==> src/rtl/frame_watchdog.sv <==
// frame_watchdog
// Command-safety gate between the SPI frame buffer and the stepgen/DOUT path.
// Joint commands, enables and digital outputs are latched only from frames
// whose header matches HEADER. If the host goes quiet for TIMEOUT_CYCLES,
// every output is forced to zero and the block waits for REARM_FRAMES
// consecutive good frames before driving the datapath again.
module frame_watchdog #(
   parameter int          NUM_JOINTS     = 5,
   parameter int          TIMEOUT_CYCLES = 2400000,
   parameter int          REARM_FRAMES   = 2,
   parameter logic [31:0] HEADER         = 32'h74697277
) (
   input  logic                      clk,
   input  logic                      rst,
   input  logic                      frame_valid,
   input  logic [31:0]               header_rx,
   input  logic [32*NUM_JOINTS-1:0]  freq_cmd_in,
   input  logic [NUM_JOINTS-1:0]     enable_in,
   input  logic [7:0]                dout_in,
   output logic [32*NUM_JOINTS-1:0]  freq_cmd_out,
   output logic [NUM_JOINTS-1:0]     enable_out,
   output logic [7:0]                dout_out,
   output logic [1:0]                state,
   output logic [15:0]               timeout_count
);

   // Watchdog width covers 0..TIMEOUT_CYCLES-1.
   localparam int               WD_W         = $clog2(TIMEOUT_CYCLES);
   localparam logic [WD_W-1:0]  WD_LIMIT     = WD_W'(TIMEOUT_CYCLES - 1);
   localparam logic [WD_W-1:0]  WD_ONE       = WD_W'(1);
   localparam logic [3:0]       REARM_TARGET = 4'(REARM_FRAMES);

   typedef enum logic [1:0] {
      ST_INIT    = 2'd0,
      ST_RUN     = 2'd1,
      ST_TIMEOUT = 2'd2
   } state_t;

   state_t            state_reg, state_next;
   logic [WD_W-1:0]   wd_reg, wd_next;
   logic [3:0]        rearm_reg, rearm_next;
   logic [15:0]       tc_reg, tc_next;

   logic                      good_frame;
   logic                      wd_at_limit;
   logic [3:0]                rearm_inc;
   logic                      do_latch;
   logic                      do_clear;
   logic [32*NUM_JOINTS-1:0]  freq_gated;

   logic [32*NUM_JOINTS-1:0]  freq_out_reg;
   logic [NUM_JOINTS-1:0]     enable_out_reg;
   logic [7:0]                dout_out_reg;

   // A frame counts only when the header matches; bad headers are invisible.
   assign good_frame  = frame_valid && (header_rx == HEADER);
   assign wd_at_limit = (wd_reg == WD_LIMIT);
   assign rearm_inc   = rearm_reg + 4'd1;

   // Disabled joints are commanded to zero frequency regardless of the host value.
   generate
      for (genvar gi = 0; gi < NUM_JOINTS; gi++) begin : g_lane
         assign freq_gated[32*gi +: 32] = enable_in[gi] ? freq_cmd_in[32*gi +: 32] : 32'd0;
      end
   endgenerate

   // Next-state, watchdog, re-arm and event-counter logic.
   always_comb begin
      state_next = state_reg;
      wd_next    = wd_reg;
      rearm_next = rearm_reg;
      tc_next    = tc_reg;
      do_latch   = 1'b0;
      do_clear   = 1'b0;

      case (state_reg)
         ST_INIT: begin
            wd_next = '0;
            if (good_frame) begin
               state_next = ST_RUN;
               do_latch   = 1'b1;
            end
         end

         ST_RUN: begin
            if (good_frame) begin
               // A good frame on the limit cycle still restarts the watchdog.
               wd_next  = '0;
               do_latch = 1'b1;
            end else if (wd_at_limit) begin
               state_next = ST_TIMEOUT;
               wd_next    = '0;
               rearm_next = 4'd0;
               do_clear   = 1'b1;
               if (tc_reg != 16'hFFFF) begin
                  tc_next = tc_reg + 16'd1;
               end
            end else begin
               wd_next = wd_reg + WD_ONE;
            end
         end

         ST_TIMEOUT: begin
            if (good_frame) begin
               wd_next = '0;
               if (rearm_inc == REARM_TARGET) begin
                  state_next = ST_RUN;
                  rearm_next = 4'd0;
                  do_latch   = 1'b1;
               end else begin
                  rearm_next = rearm_inc;
               end
            end else if (wd_at_limit) begin
               // Re-arm frames must be consecutive within one watchdog window.
               rearm_next = 4'd0;
               wd_next    = '0;
            end else begin
               wd_next = wd_reg + WD_ONE;
            end
         end

         default: begin
            state_next = ST_INIT;
            wd_next    = '0;
            rearm_next = 4'd0;
            do_clear   = 1'b1;
         end
      endcase
   end

   // Control state registers.
   always_ff @(posedge clk or posedge rst) begin
      if (rst) begin
         state_reg <= ST_INIT;
         wd_reg    <= '0;
         rearm_reg <= 4'd0;
         tc_reg    <= 16'd0;
      end else begin
         state_reg <= state_next;
         wd_reg    <= wd_next;
         rearm_reg <= rearm_next;
         tc_reg    <= tc_next;
      end
   end

   // Output registers: load on an accepted frame, zero on timeout, else hold.
   always_ff @(posedge clk or posedge rst) begin
      if (rst) begin
         freq_out_reg   <= '0;
         enable_out_reg <= '0;
         dout_out_reg   <= 8'd0;
      end else if (do_latch) begin
         freq_out_reg   <= freq_gated;
         enable_out_reg <= enable_in;
         dout_out_reg   <= dout_in;
      end else if (do_clear) begin
         freq_out_reg   <= '0;
         enable_out_reg <= '0;
         dout_out_reg   <= 8'd0;
      end
   end

   assign freq_cmd_out  = freq_out_reg;
   assign enable_out    = enable_out_reg;
   assign dout_out      = dout_out_reg;
   assign state         = state_reg;
   assign timeout_count = tc_reg;

endmodule

==> config.mk <==
export PLATFORM = sky130hd
export DESIGN_NAME = frame_watchdog
export DESIGN_NICKNAME = d
export VERILOG_FILES = /design/src/rtl/frame_watchdog.sv
export SDC_FILE = /design/constraint.sdc
export NUM_CORES = 1
export LEC_CHECK = 0
export BUFFER_PORTS_ARGS = -buffer_cell sky130_fd_sc_hd__buf_2
export CORE_AREA = 2 2 153 155
export CTS_CLUSTER_DIAMETER = 100
export DETAILED_ROUTE_END_ITERATION = 6
export DIE_AREA = 0 0 155 157
export GPL_TIMING_DRIVEN = 0
export PLACE_DENSITY = 0.75
export SYNTH_ARGS = -nofsm -noshare
export SYNTH_HDL_FRONTEND = slang
export SYNTH_SLANG_ARGS = --single-unit
==> constraint.sdc <==
create_clock -name clk -period 10.5 [get_ports clk]
set_clock_uncertainty 0.15 [all_clocks]
set_input_delay 2.1 -clock clk [delete_from_list [all_inputs] [get_ports clk]]
set_output_delay 2.1 -clock clk [all_outputs]
set_load 0.02 [all_outputs]
==> results.toml <==
[routing]
drc = 0
routed_wl_um = 30000
drt-pass1-iter-count = 6
drt_iter0_markers = 590
wire_per_inst_um = 17.1
viasPerCell = 5.21
antenna_left = 0
vias = 9135

[synth]
synth.top_cell.area_share = 0.568
avgSynthCellArea_um2 = 9.31
ys_ff_latch = 217
ys_types = 43
yosys_warnings = 0
syn_area_mm2 = 0.00956
syn_nets = 1244
yosysTopAreaCell = "dfrtp_1"
syn-instance-count = 1027
synth.area.top_cells = "dfrtp_1 (57%), nand3_1 (9.7%), o21ai_1 (7.3%)"
yosysSeqAreaShare = 0.568

[clocking]
cts_resized = 0
clk_latency_ns = 0.52
clkTransAtPathRegs_ns = 0.06
htreeDepth = 1
clock_path_buffers = 3
clockRootBuffer = "clkbuf_16"
cts_setup_buffers = 0
cts_hold_buf = 0
cts_made_buffers = 24
cts_tree = "built"
clkSinkCount = 217

[place]
place_area_mm2 = 0.0119
hpwlAfterDp_um = 22200
io_buffers = 393
pre_cts_slack_ns = 5.95
gp_congestion = 0.845

[power]
leakage_nw = 6.77
p_switching_w = 0.000394
seqPwrFrac = 0.468
p_per_area_mw_per_mm2 = 140
p_clk_frac = 0.484
ir_worst_vdd_uv = 99.0
swShare = 0.220
p_int_w = 0.00139
p_comb_frac = 0.048

[sta]
slew_headroom = 0.536
rsz0062_at_grt = "no"
fin_crit_sh = 0.379
setup_viol = 0
drv_slew = 0
setup_ws_ns = 6.52
hold_slack_ns = 0.336
tightest_slew_ns = 0.696
min_period_ns = 3.98
finalHoldViolations = 0
setup-tns-final_ns = 0
fmax_mhz = 251

[global_route]
grt_pass1_vias = 8853
grt_pass1_wl_um = 47000
overflow = 0
track_usage = 0.238
grt_max_degree = 129
antenna_found_initial = 4

[hold_path]
holdPathEnd = "timeout_count[15]"
whs_path_depth = 1
hp-class = "flop to flop"
min-delay-start = "timeout_count[15]"

[floorplanning]
rows = 55
io-pin-count = 399
initial_utilization = 0.425
die_w_um = 155
die_y_um = 157
core_mm2 = 0.0225
dieArea_mm2 = 0.0243

[final_layout]
postLayoutCellArea_mm2 = 0.0127
multi_input_area_mm2 = 0.00359
final_layout_size_suffix_gt1_frac = 0.329
ff_latch_area_mm2 = 0.00543
fin_nets = 1664
utilization = 0.567
nFillCells = 2045
largest_reg_flops = 160
syn2layout_area_growth_pct = 33.4

[run]
cap_viol_max_count = 0

[critical_path]
crit_arrival_ns = 4.26
required_ns = 10.77
cp_max_fo = 10
rr_worst_depth = 8
reg2reg_setup_slack_ns = 7.67
rr_startpoint = "rearm_reg[0]"
worstReg2RegEnd = "freq_cmd_out[2]"
crit_path_start_kind = "input pin"
crit_type = "input pin to flop"
crit_path_end_kind = "flop"

[status]
status = "finished, final reports clean"
[power by group through the flow]
stage	clock network, W	registers, W	logic (W)
detailed placement	0	0.000852	0.0000868
finish	0.000864	0.000836	0.0000859
global placement	0	0.000852	0.0000845
global route	0.000921	0.000836	0.0000970
floorplan	0	0.000852	0.0000346
CTS	0.000883	0.000836	0.0000874
[final cells by class]
| cell class | count | share of cell area |
|---|---|---|
| clock buffers | 33 | 0.0554 |
| flip-flops and latches | 217 | 0.426 |
| clock inverters | 11 | 0.00903 |
| well taps | 285 | 0.0280 |
| repair buffers | 394 | 0.156 |
| diodes | 4 | 0.000785 |
| inverters | 21 | 0.00677 |
| multi-input cells | 703 | 0.282 |
| plain buffers | 86 | 0.0361 |
[synth_stat cells]
| cell | instances |
|---|---|
| dfrtp_1 | 217 |
| nand3_1 | 185 |
| nand2_1 | 184 |
| o21ai_1 | 140 |
| clkbuf_1 | 42 |
| o21ai_0 | 39 |
| nor2_1 | 35 |
| buf_2 | 26 |
| inv_1 | 21 |
| xor2_1 | 18 |
| buf_6 | 13 |
| xnor2_1 | 13 |
| nand4_1 | 11 |
| and3_1 | 9 |
| ha_1 | 9 |
| a21oi_1 | 8 |
| nand4b_1 | 5 |
| or3_1 | 5 |
| a21o_1 | 4 |
| nor3_1 | 4 |
| a211oi_1 | 3 |
| a31oi_1 | 3 |
| and2_1 | 3 |
| and4_1 | 3 |
| buf_1 | 3 |
| nand2b_1 | 3 |
| buf_4 | 2 |
| nand3b_1 | 2 |
| nor4_1 | 2 |
| nor4b_1 | 2 |
| a211o_1 | 1 |
| a311o_2 | 1 |
| a31o_2 | 1 |
| a41oi_1 | 1 |
| and3_2 | 1 |
| mux2_2 | 1 |
| mux2i_1 | 1 |
| nand4bb_1 | 1 |
| nor3b_1 | 1 |
| nor4bb_1 | 1 |
| o22ai_1 | 1 |
| o2bb2ai_1 | 1 |
| or4_4 | 1 |
[cells by family after synthesis]
kind of cell,count (synthesis),synth area share
simple gates,458,0.222
flops,217,0.568
fa+ha+maj,9,0.0118
xor+xnor,31,0.0284
compound gates,203,0.111
buf+inv,107,0.0564
mux,2,0.00223
[worst max path at each step]
stage | startpoint | cells past startpoint | endpoint
6_report | header_rx[25] | 10 | freq_cmd_out[2]
5_1_grt | header_rx[25] | 10 | freq_cmd_out[4]
4_1_cts | header_rx[25] | 10 | freq_cmd_out[2]
3_5_place_dp | header_rx[25] | 10 | enable_out[2]
3_3_place_gp | rst | 2 | freq_cmd_out[17]
2_1_floorplan | rst | 1 | dout_out[0]
[metrics by stage]
step,cells,total power (W)
after floorplan,1027,0.000886
after global placement,1705,0.000936
after detailed placement,1706,0.000938
after CTS,1750,0.00181
after global routing,1753,0.00185
final,1754,0.00179
[critical path, stage by stage]
cell and delay, ns:
buf_2 0.09, nand4bb_1 0.20, nor4_1 0.29, nand4_1 0.19, buf_4 0.22, a31oi_1 0.30
buf_2 0.33, buf_2 0.33, nand3_1 0.10, o21ai_0 0.10
[layer usage]
| metal | GRT usage | up-vias | wire (µm) |
|---|---|---|---|
| li1 | - | 4362 | - |
| met1 | 0.310 | 4373 | 12500 |
| met2 | 0.397 | 339 | 14600 |
| met3 | 0.0529 | 61 | 2140 |
| met4 | 0.0811 | 0 | 833 |
| met5 | 0 | - | 0 |
[placed cells by master (no fill, tap or decap), drive strengths merged, types with 7 or more instances in the layout]
master,n
inv,22
nand3,185
nand4,11
clkbuf,75
xor2,18
dfrtp,217
nand2,184
clkinv,7
o21ai,179
ha,9
a21oi,8
buf,438
and3,10
xnor2,13
nor2,35
No activity file was read; power rests on OpenSTA's default activity.
